**src/rtl/data_memory.sv**
```systemverilog
// Word-organised data memory for the MIPS MEM stage.
// Combinational read, synchronous write, asynchronous active-low clear of the
// whole array. Storage is built from flops so that the clear can be
// asynchronous. Addresses are byte addresses, and the low two bits are ignored.
// Any address that falls outside the array reads as zero and is never written.
module data_memory #(
    parameter int DEPTH = 64,
    parameter int WIDTH = 32
) (
    input  logic             clk,
    input  logic             rst_n,
    input  logic             we,
    input  logic [31:0]      a,
    input  logic [WIDTH-1:0] wd,
    output logic [WIDTH-1:0] rd
);

    localparam int AW = (DEPTH > 1) ? $clog2(DEPTH) : 1;

    logic [WIDTH-1:0] mem [DEPTH];
    logic [AW-1:0]    wordIdx;
    logic             inRange;

    // Word index comes from the address bits just above the byte offset.
    // The range check shifts out the index and offset bits, and requires every
    // remaining upper bit to be zero, so oversized addresses never alias back
    // into the array.
    assign wordIdx = a[AW+1:2];
    assign inRange = ((a >> (AW + 2)) == 32'd0);

    // Clear every word on reset; otherwise load one word per enabled in-range edge
    always_ff @(posedge clk or negedge rst_n) begin
        if (!rst_n) begin
            for (int i = 0; i < DEPTH; i++) begin
                mem[i] <= '0;
            end
        end else if (we && inRange) begin
            mem[wordIdx] <= wd;
        end
    end

    // Zero-latency read with no write-through bypass; out-of-range reads return zero
    always_comb begin
        rd = '0;
        if (inRange) begin
            rd = mem[wordIdx];
        end
    end

endmodule

```
**config.mk**
```make
export PLATFORM = sky130hd
export DESIGN_NAME = data_memory
export DESIGN_NICKNAME = d
export VERILOG_FILES = /design/src/rtl/data_memory.sv
export SDC_FILE = /design/constraint.sdc
export NUM_CORES = 2
export LEC_CHECK = 0
export CAP_MARGIN = 20
export CORE_MARGIN = 5
export CORE_UTILIZATION = 30
export CTS_CLUSTER_DIAMETER = 100
export DETAILED_ROUTE_END_ITERATION = 16
export REMOVE_ABC_BUFFERS = 1
export SLEW_MARGIN = 20
export SYNTH_ARGS = -nofsm -noshare
export SYNTH_HDL_FRONTEND = slang
export SYNTH_SLANG_ARGS = --single-unit
export TNS_END_PERCENT = 50
```
**constraint.sdc**
```tcl
create_clock -name clk -period 4.79 [get_ports clk]
set_input_delay 1.1975 -clock clk [delete_from_list [all_inputs] [get_ports clk]]
set_output_delay 1.1975 -clock clk [all_outputs]
set_load 0.02 [all_outputs]
```
==> summary.md <==
| Metric | Value |
|---|---|
| Total grt overflow | 0 |
| Number of buffers added by the clock tree synthesis step | 218 |
| Total track usage | 18.3% |
| Reg2Reg Launch Point | mem[27]$_DFFE_PN0P_ |
| Largest net degree at the start of global routing | about 150 |
| Violations in the final reports | setup timing |
| Critical register-to-register path endpoint | mem[27]$_DFFE_PN0P_ |
| Number of buffers inserted by hold repair at cts | 0 |
| Number of placed instances with taps included | 11039 |
| Flip-flop and latch count after synthesis | around 2000 |
| Remaining number of nets flagged by the antenna check after routing | 0 |
| Required arrival time at the worst endpoint | 3.59 ns |
| Power density normalized to cell area | 324 nW/µm² |
| Final routed wire length divided by cell count | approximately 26 µm |
| Die Height | 566 µm |
| Max-slew headroom | 22.8% |
| Final count of pins violating max slew | 0 |
| Maximum resistive drop on vdd | between 0.4 and 0.5 mV |
| Reg2Reg Setup Slack | 3.97 ns |
| Reported max-cap violation count | 0 |
| Clock-pin transition on the worst setup and hold timing paths | about 0.06 ns |
| Netlist area before placement | between 90000 and 100000 µm² |
| Mapped Cells | 6897 |
| Total core area | 308000 µm² |
| Fin Clk Skew | 0 ns |
| FMAX | ~200 MHz |
| Vias in the first global route | about 66000 |
| Area of the die | between 300000 and 400000 µm² |
| Average cell area after synthesis | about 13 µm² |
| Flip-flop cell with the highest count after synthesis | sky130_fd_sc_hd__dfrtp_1 |
| Initial antenna violation count | 21 |
| CTS tree | done |
| Share of synthesized flip-flops with an asynchronous set or reset | 100% |
| Cells on worst reg2reg path | 1 |
| Category of the worst setup path capture point | primary output |
| GP Congestion | between 0.8 and 0.9 |
| Library cells used by synthesis | 54 |
| Dpl ws | -0.754 ns |
| Clk Tree Root Cell | sky130_fd_sc_hd__clkbuf_16 |
| Minimum period implied by the final worst setup slack | slightly below 5 ns |
| Result of the run | finished, violations left |
| Kind of start point of the critical path | input port |
| CTS H-tree depth | 4 |
| Register containing the most flip-flops in the final layout | mem |
| Floorplan row count | just over 200 |
| Leakage dissipation | around 0.053 µW |
| Cell area after placement | 103000 µm² |
| Setup slack of the critical path after layout | -0.121 ns |
| Pin slew with the least headroom to its limit | approximately 1.2 ns |
| Number of remaining DRC errors | 0 |
| DIE WIDTH | 566 µm |
| Total of warnings raised by yosys | 0 |
| Arr. time, crit path | 3.71 ns |
| Hold crit path type | input port to asynchronous set/reset pin |
| Via density per instance | roughly 5.4 |
| Sequential fraction of the synthesis area | 55.3% |
| Share of post-route cells with drive strength above 1 | about 46% |
| WL final | 300000 µm |
| Worst skew pair latency | 0.87 ns |
| Number of iterations in the first detailed-routing pass | 5 |
| Initial detailed-routing violation count | 5246 |
| Count of input and output buffers | 96 |
| Unrepaired setup endpoints after global routing | yes |
| Final count of hold timing violations | 0 |
| Total number of clock tree sinks | approximately 2000 |
| Vias | 62805 |
| Class of the most critical setup path | input port to primary output |
| Fraction of the core area covered by cells at the end of the flow | 36.9% |
| Final net count | 7272 |
| Worst-path fanout max | 13 |
| Number of I/O pins | 99 |
| HPWL after detailed placement | roughly 190000 µm |
| Final instance area | between 100000 and 150000 µm² |
| Effective utilization at floorplan | 30.1% |
| Longest Clk Path Bufs | 3 |
| Final period utilization | 103% |
| Final std cells w/o fill | between 10000 and 15000 |
| Syn-to-layout area delta | 22.8% |
| Top flop regs | mem x2048 |
| EDFF count, synth | 0 |
| Setup violations, final | 9 |
| Wire length of the first global-routing pass | 445000 µm |
| Max FFs per register | between 2000 and 2500 |
[synthesized netlist by cell type, drive strengths merged, types with 16 or more instances]
library cell	instances	area, µm²
dfrtp	2048	51200
buf	319	1610
a221oi	286	2500
nor2	215	955
mux4	52	1170
nand2	177	664
mux2i	152	1520
o22ai	88	551
nor4	23	174
nand3	20	115
mux2	2105	23700
o221ai	20	175
a21oi	65	325
and3	71	444
a22o	98	858
inv	31	116
a31oi	158	988
o21ai	98	490
o311ai	16	140
a22oi	204	1530
nor3	23	115
nand4	20	155
o32ai	30	263
clkbuf	432	1620
[placed cells by master, fill, tap and decap left out, types with 23 or more instances in the layout]
cell / n
sky130_fd_sc_hd__a22oi_1: 165
sky130_fd_sc_hd__clkinv_2: 45
sky130_fd_sc_hd__o22ai_1: 84
sky130_fd_sc_hd__and3_1: 70
sky130_fd_sc_hd__buf_12: 184
sky130_fd_sc_hd__clkbuf_1: 53
sky130_fd_sc_hd__clkbuf_16: 228
sky130_fd_sc_hd__mux2i_1: 151
sky130_fd_sc_hd__nor2_4: 74
sky130_fd_sc_hd__nor2_1: 141
sky130_fd_sc_hd__buf_2: 30
sky130_fd_sc_hd__diode_2: 23
sky130_fd_sc_hd__mux2_2: 1830
sky130_fd_sc_hd__mux2_1: 275
sky130_fd_sc_hd__a221oi_1: 231
sky130_fd_sc_hd__a221oi_2: 45
sky130_fd_sc_hd__a21oi_1: 58
sky130_fd_sc_hd__clkbuf_8: 57
sky130_fd_sc_hd__clkdlybuf4s50_1: 25
sky130_fd_sc_hd__a31oi_1: 128
sky130_fd_sc_hd__a22oi_2: 39
sky130_fd_sc_hd__a22o_1: 97
sky130_fd_sc_hd__buf_6: 47
sky130_fd_sc_hd__nand2_1: 173
sky130_fd_sc_hd__mux4_2: 52
sky130_fd_sc_hd__buf_4: 510
sky130_fd_sc_hd__inv_1: 28
sky130_fd_sc_hd__dfrtp_1: 2048
sky130_fd_sc_hd__o32ai_1: 30
sky130_fd_sc_hd__o21ai_0: 67
[cells by family after synthesis]
| logic type | Yosys count | synth area share [%] |
|---|---|---|
| buffers and inverters | 782 | 3.62 |
| AND/OR/NAND/NOR | 593 | 3.16 |
| AO/OA/AOI/OAI | 1165 | 9.43 |
| multiplexers | 2309 | 28.5 |
| flip-flops | 2048 | 55.3 |
[worst max-delay path by stage]
stage                     cells past startpoint  startpoint  slack, ns     end
after CTS                                    14        a[2]      -0.03   rd[1]
after global routing                         15        a[2]      -0.11  rd[24]
after detailed placement                     14        a[2]      -0.75  rd[20]
after global placement                       14        a[2]      -0.74  rd[20]
after floorplan                               6        a[3]      -3.03  rd[10]
final                                        12        a[4]      -0.12  rd[24]
[layer usage]
metal	wire length, µm	GRT usage, %	vias to the layer above
met5	42	0	-
met4	11400	6.79	8
li1	-	-	26346
met2	140000	29.2	2101
met1	129000	25.0	33791
met3	19700	3.05	559
[power breakdown]
group	internal [µW]	total (µW)	leakage, µW	switching (µW)
clock	10100	17300	0.00366	7160
sequential	17300	17300	0.0286	0.000287
combinational	681	2290	0.0212	1610
[what timing repair did]
item                                    4_1_cts  5_1_grt
setup buffers                                32       24
pin swaps                                    51       49
resized for setup                           313      131
cloned                                       14        6
endpoints found under the setup margin       32       31
[per-stage QoR]
stage	power (µW)	setup TNS (ns)	hold WS, ns
finish	36800	-0.350	0.283
global route	38000	-0.654	0.302
CTS	37100	-0.143	0.304
detailed placement	19700	-13.02	0.470
global placement	19600	-12.40	0.460
floorplan	18000	-1206.31	0.450
[layout make-up]
class	instances	area (µm²)
Antenna cell	23	57.6
Multi-Input combinational cell	4067	40400
Timing Repair Buffer	839	9480
Inverter	31	128
Tap cell	4120	5150
Fill cell	29228	195000
Clock buffer	332	6540
Clock inverter	74	841
Sequential cell	2048	51200
[worst max-delay path, stage by stage]
cell and delay, ns:
sky130_fd_sc_hd__buf_16 0.15, sky130_fd_sc_hd__nand2b_4 0.20, sky130_fd_sc_hd__nor2_4 0.08, sky130_fd_sc_hd__buf_12 0.16
sky130_fd_sc_hd__buf_6 0.17, sky130_fd_sc_hd__a221oi_2 0.38, sky130_fd_sc_hd__a31oi_1 0.23, sky130_fd_sc_hd__a2111oi_2 0.34
sky130_fd_sc_hd__buf_4 0.24, sky130_fd_sc_hd__a41oi_2 0.15, sky130_fd_sc_hd__buf_4 0.19, sky130_fd_sc_hd__buf_4 0.15
Power figures use the tool's default switching activity.
